[src/rtl/avl_burst_pkg.sv]
// Shared types and defaults for the Avalon burst splitter: FSM states,
// default bus widths and the pending-counter width helper.
package avl_burst_pkg;

  localparam int DEF_ADDR_WIDTH  = 32;
  localparam int DEF_DATA_WIDTH  = 32;
  localparam int DEF_BURST_WIDTH = 5;

  typedef enum logic [1:0] {
    IDLE     = 2'd0,
    WR_BURST = 2'd1,
    RD_ISSUE = 2'd2,
    RD_DRAIN = 2'd3
  } state_t;

  // Enough bits to hold 0..maxPending outstanding reads.
  function automatic int pendingWidth(input int maxPending);
    return $clog2(maxPending + 1);
  endfunction

endpackage

[src/rtl/avl_burst_splitter.sv]
// Splits Avalon-MM bursts into single-word transfers; writes pass straight
// through beat by beat, reads are issued pipelined and returned in order.
module avl_burst_splitter
  import avl_burst_pkg::*;
#(
  parameter int ADDR_WIDTH  = DEF_ADDR_WIDTH,
  parameter int DATA_WIDTH  = DEF_DATA_WIDTH,
  parameter int BURST_WIDTH = DEF_BURST_WIDTH,
  parameter int MAX_PENDING = 4
) (
  input  logic                   iCLK,
  input  logic                   iRESET,
  input  logic [ADDR_WIDTH-1:0]  iS_ADDRESS,
  input  logic                   iS_WRITE,
  input  logic                   iS_READ,
  input  logic [DATA_WIDTH-1:0]  iS_WRITE_DATA,
  input  logic [BURST_WIDTH-1:0] iS_BURST_COUNT,
  output logic                   oS_WAIT_REQUEST,
  output logic [DATA_WIDTH-1:0]  oS_READ_DATA,
  output logic                   oS_READ_DATA_VALID,
  output logic [ADDR_WIDTH-1:0]  oM_ADDRESS,
  output logic                   oM_WRITE,
  output logic                   oM_READ,
  output logic [DATA_WIDTH-1:0]  oM_WRITE_DATA,
  input  logic [DATA_WIDTH-1:0]  iM_READ_DATA,
  input  logic                   iM_WAIT_REQUEST,
  input  logic                   iM_READ_DATA_VALID
);

  localparam int PW = pendingWidth(MAX_PENDING);
  localparam logic [PW-1:0] MAX_PEND = PW'(MAX_PENDING);

  state_t                 state, stateNext;
  logic [ADDR_WIDTH-1:0]  rADDR;
  logic [BURST_WIDTH-1:0] rREMAIN;
  logic [BURST_WIDTH-1:0] burstLen;
  logic [PW-1:0]          rPENDING, pendNext;
  logic                   rdReq, rdAccept, wrAccept;

  assign burstLen = (iS_BURST_COUNT == '0) ? BURST_WIDTH'(1) : iS_BURST_COUNT;

  // A return in the same cycle frees a slot, so a full window keeps streaming.
  assign rdReq    = (state == RD_ISSUE) && ((rPENDING < MAX_PEND) || iM_READ_DATA_VALID);
  assign rdAccept = rdReq && !iM_WAIT_REQUEST;
  assign wrAccept = oM_WRITE && !iM_WAIT_REQUEST;

  always_comb begin
    pendNext = rPENDING;
    if (rdAccept && !iM_READ_DATA_VALID)
      pendNext = rPENDING + 1'b1;
    else if (!rdAccept && iM_READ_DATA_VALID && (rPENDING != '0))
      pendNext = rPENDING - 1'b1;
  end

  always_comb begin
    stateNext       = state;
    oM_WRITE        = 1'b0;
    oM_READ         = rdReq;
    oM_ADDRESS      = rADDR;
    oM_WRITE_DATA   = iS_WRITE_DATA;
    oS_WAIT_REQUEST = 1'b0;
    case (state)
      IDLE: begin
        // Write wins over a simultaneous read; the read is dropped.
        if (iS_WRITE) begin
          oM_WRITE        = 1'b1;
          oM_ADDRESS      = iS_ADDRESS;
          oS_WAIT_REQUEST = iM_WAIT_REQUEST;
          if (!iM_WAIT_REQUEST && (burstLen > BURST_WIDTH'(1)))
            stateNext = WR_BURST;
        end else if (iS_READ) begin
          stateNext = RD_ISSUE;
        end
      end
      WR_BURST: begin
        oM_WRITE        = iS_WRITE;
        oS_WAIT_REQUEST = iM_WAIT_REQUEST;
        if (wrAccept && (rREMAIN == BURST_WIDTH'(1)))
          stateNext = IDLE;
      end
      RD_ISSUE: begin
        oS_WAIT_REQUEST = 1'b1;
        if (rdAccept && (rREMAIN == BURST_WIDTH'(1)))
          stateNext = (pendNext == '0) ? IDLE : RD_DRAIN;
      end
      RD_DRAIN: begin
        oS_WAIT_REQUEST = 1'b1;
        if (pendNext == '0)
          stateNext = IDLE;
      end
      default: stateNext = IDLE;
    endcase
  end

  always_ff @(posedge iCLK or posedge iRESET) begin
    if (iRESET) begin
      state    <= IDLE;
      rADDR    <= '0;
      rREMAIN  <= '0;
      rPENDING <= '0;
    end else begin
      state    <= stateNext;
      rPENDING <= pendNext;
      case (state)
        IDLE: begin
          if (iS_WRITE) begin
            if (!iM_WAIT_REQUEST) begin
              rADDR   <= iS_ADDRESS + 1'b1;
              rREMAIN <= burstLen - 1'b1;
            end
          end else if (iS_READ) begin
            rADDR   <= iS_ADDRESS;
            rREMAIN <= burstLen;
          end
        end
        WR_BURST: begin
          if (wrAccept) begin
            rADDR   <= rADDR + 1'b1;
            rREMAIN <= rREMAIN - 1'b1;
          end
        end
        RD_ISSUE: begin
          if (rdAccept) begin
            rADDR   <= rADDR + 1'b1;
            rREMAIN <= rREMAIN - 1'b1;
          end
        end
        default: ;
      endcase
    end
  end

  // Return path is a plain register stage; it never back-pressures the peripheral.
  always_ff @(posedge iCLK or posedge iRESET) begin
    if (iRESET) begin
      oS_READ_DATA       <= '0;
      oS_READ_DATA_VALID <= 1'b0;
    end else begin
      oS_READ_DATA       <= iM_READ_DATA;
      oS_READ_DATA_VALID <= iM_READ_DATA_VALID;
    end
  end

endmodule

[config.mk]
export PLATFORM = sky130hd
export DESIGN_NAME = avl_burst_splitter
export DESIGN_NICKNAME = d
export VERILOG_FILES = /design/src/rtl/avl_burst_pkg.sv /design/src/rtl/avl_burst_splitter.sv
export SDC_FILE = /design/constraint.sdc
export NUM_CORES = 1
export LEC_CHECK = 0
export ABC_AREA = 1
export BUFFER_PORTS_ARGS = -buffer_cell sky130_fd_sc_hd__buf_2
export CORE_AREA = 2 2 105 117
export CTS_CLUSTER_DIAMETER = 120
export DETAILED_ROUTE_END_ITERATION = 10
export DIE_AREA = 0 0 107 119
export GPL_TIMING_DRIVEN = 0
export PLACE_DENSITY = 0.81
export SYNTH_ARGS = -nofsm -noshare
export SYNTH_HDL_FRONTEND = slang
export SYNTH_SLANG_ARGS = --single-unit
[constraint.sdc]
create_clock -name iCLK -period 3.45 [get_ports iCLK]
set_input_delay 0.69 -clock iCLK [delete_from_list [all_inputs] [get_ports iCLK]]
set_output_delay 0.69 -clock iCLK [all_outputs]
set_load 0.01 [all_outputs]
==> qor.csv <==
stage,metric,value,unit
layout,layout cell share with drive strength beyond 1,27.85,%
logic_synthesis,Synth cell types,48,
placed_design,"Cell Area, Placed",6889,um2
timing,Max Clock Skew,5.901,ps
job,max_cap viols,0,
cts,H-tree depth,3,
route,wire length per cell,16.03,um
cts,CTS clock-pin slew for the worst setup and hold paths,70,ps
timing,unrepaired setup endpoints after global routing,false,
setup_path,Crit Path Max Fanout,14,
floorplan,Die Y-Extent,119,um
setup_path,crit path cell chain,inv_1 -> ha_1 -> nand2_2 -> clkbuf_1 -> o21ai_0 -> buf_2,
route,Residual DRC,0,
global_routing,initial antenna violation count,0,
power,Max IR drop VDD,530.5,uV
logic_synthesis,ys async rst share,100.0,%
placed_design,IO Port Bufs,173,
logic_synthesis,syn nets,976,
setup_path,Worst Setup End Kind,primary output,
setup_path,"Slowest-stage cell, CP",clkbuf_1,
power,pwr dens,792.6,nW/um2
cts,Max Root-Sink Buffers,2,
setup_path,Setup CP Type,flop to primary output,
floorplan,io pins,207,
layout,Layout Nets,1160,
global_routing,first-pass GRT wire length,30150,um
timing,Final Hold Fails,0,
setup_path,CP required,2760,ps
placed_design,DP Worst Slack,455.3,ps
power,Leak,0.003710,uW
cts,CTS buffer count,9,
worst_hold_path,Min-Delay Path Class,input port to asynchronous set/reset pin,
route,1st-pass router iterations,5,
timing,Worst slew margin,52.37,%
setup_path,worst reg-to-reg path cell count,11,
cts,root buffer cell,clkbuf_16,
layout,Filler cells,1150,
setup_path,WP buf/inv,3,
timing,setup violators final,0,
logic_synthesis,"area leader, netlist",dfrtp_1,
cts,CTS tree,built,
route,total number of vias,6593,
route,DRT Wirelength,19220,um
timing,Achievable Freq,327.4,MHz
route,antenna-violating nets left,0,
logic_synthesis,post-synthesis cell area,5801,um2
route,Avg Vias per Cell,5.499,
setup_path,RR Endpoint,rREMAIN[3],
floorplan,initial core utilization,49.50,%
logic_synthesis,ranking of synthesized cells by area,"dfrtp_1 (32%), nand2_1 (15%), inv_1 (6.7%)",
layout,Finished Core Util,61.17,%
floorplan,FP Rows,42,
layout,flip-flop and latch area,1877,um2
floorplan,Die W,107,um
global_routing,gr usage total,30.41,%
setup_path,crit-path max cell delay,530,ps
timing,Worst Slack Setup Final,395.2,ps
setup_path,flop-to-flop setup slack,1210,ps
outcome,status,finished clean,
cts,Worst-Skew Late Latency,340,ps
route,initial DRC count,613,
layout,Multi-input gate area,3103,um2
timing,fin crit period,3055,ps
timing,crit share post-route,88.55,%
logic_synthesis,Gate Count Post-Synth,856,
setup_path,Top delay family on crit path,buffers and inverters,
layout,ANT cells,0,
setup_path,startpoint type of the worst setup path,flop,
floorplan,die area,12730,um2
cts,clock sinks,75,
layout,cell area after layout,7168,um2
setup_path,reg2reg start,state[0],
logic_synthesis,Syn Area/Cell,6.776,um2
logic_synthesis,Yosys top cell area share,32.36,%
logic_synthesis,ys flop type,dfrtp_1,
global_routing,vias in the first global route,6184,
timing,Slew Limit Fails,0,
floorplan,CORE AREA,11720,um2
global_routing,largest net degree at the start of global routing,59,
layout,area grow syn2layout,23.58,%
global_routing,GRT Residual Overflow,0,
logic_synthesis,"Seq/Total Area, Yosys",32.36,%
placed_design,gpl congestion,0.9984,
logic_synthesis,Ys Warns,0,
placed_design,hpwl dp,15040,um
timing,transition time at the pin with the least slew margin,714.4,ps
setup_path,crit path DAT,2360,ps
logic_synthesis,Synth Register Bits,75,
logic_synthesis,number of synthesized flops with an enable pin,0,
-- worst max-delay path by stage --
| stage | to | startpoint | cells after the start | slack [ps] |
|---|---|---|---|---|
| floorplan | oS_READ_DATA[0] | iRESET | 1 | 850 |
| global placement | rADDR[7] | iRESET | 2 | -70 |
| detailed placement | oM_ADDRESS[23] | iS_WRITE | 7 | 460 |
| CTS | oM_ADDRESS[23] | state[0] | 8 | 150 |
| global route | oM_ADDRESS[23] | state[0] | 7 | 300 |
| finish | oM_WRITE | state[0] | 6 | 400 |
-- synthesized netlist by cell type, types with 7 or more instances --
cell type,number
ha_1,13
a21oi_1,25
dfrtp_1,75
nor2_2,8
o21ai_0,58
nor3_2,8
nand2_2,7
buf_4,32
inv_2,8
nor2_1,73
nand3_1,72
nor3_1,24
o21ai_1,15
nand2_1,225
xor2_1,14
inv_1,103
nand4_1,14
clkbuf_1,11
-- final cells by class --
cell class	count	share of cell area (%)
buffer	56	5.394
clock buffer	9	3.142
clock inverter	7	0.8029
inverter	113	6.039
multi-input combinational	611	43.29
sequential	75	26.18
tap	154	2.688
timing repair buffer	174	12.46
-- placed cells by master (no fill, tap or decap), drive strengths merged, types with 3 or more instances in the layout --
cell type  netlist  layout
clkinvlp         0       3
nor2            87      87
clkbuf          13      21
a21oi           27      27
o21ai           74      74
nor3            33      33
nand3           78      78
nand2          233     233
buf             44     218
a31oi            5       5
xor2            14      14
inv            112     115
o22ai            3       3
or2              3       3
dfrtp           75      75
ha              13      13
nand4           15      15
nand3b           6       6
xnor2            3       3
o211ai           4       4
-- report_power, final --
part	leakage, uW	internal, uW	switching [uW]	total [uW]
clock network	0.000129	496	406	901
logic	0.00270	1140	2160	3300
registers	0.000884	1170	317	1480
total	0.00371	2800	2880	5680
-- registers in the layout (all words and copies together) (netlist names) --
register	cells
rREMAIN	5
oS_READ_DATA	32
oS_READ_DATA_VALID	1
rPENDING	3
rADDR	32
state	2
-- cell families after synthesis --
group                      share of synthesized area (%)
and+or+nand+nor                                    36.52
buffers and inverters                              14.15
AOI/OAI and AO/OA                                  11.61
DFF                                                32.36
xor gates and xnor gates                           2.567
adders and majority gates                          2.804
-- timing repair --
action                                  CTS  global route
buffers inserted                          0             0
resized for setup                         0             0
hold buffers                              0             0
endpoints found under the setup margin    0             8
-- metrics by stage --
| stage | std cells | hold slack (ps) | total power [uW] | setup TNS [ps] |
|---|---|---|---|---|
| after floorplan | 856 | 490.9 | 3588 | 0 |
| after global placement | 1183 | 519.3 | 4642 | -4932 |
| after detailed placement | 1184 | 528.2 | 4694 | 0 |
| after CTS | 1200 | 300.9 | 5604 | 0 |
| after global routing | 1199 | 315.0 | 6084 | 0 |
| final | 1199 | 289.5 | 5681 | 0 |
-- per-layer routing --
layer  vias to the layer above  routed length (um)  GRT usage (%)
met2                       415                9150          51.04
met3                        92                1911          5.692
met1                      2983                7018          35.84
li1                       3103                   -              -
met4                         0                1136          18.34
met5                         -                   0              0
Power figures use the tool's default switching activity.
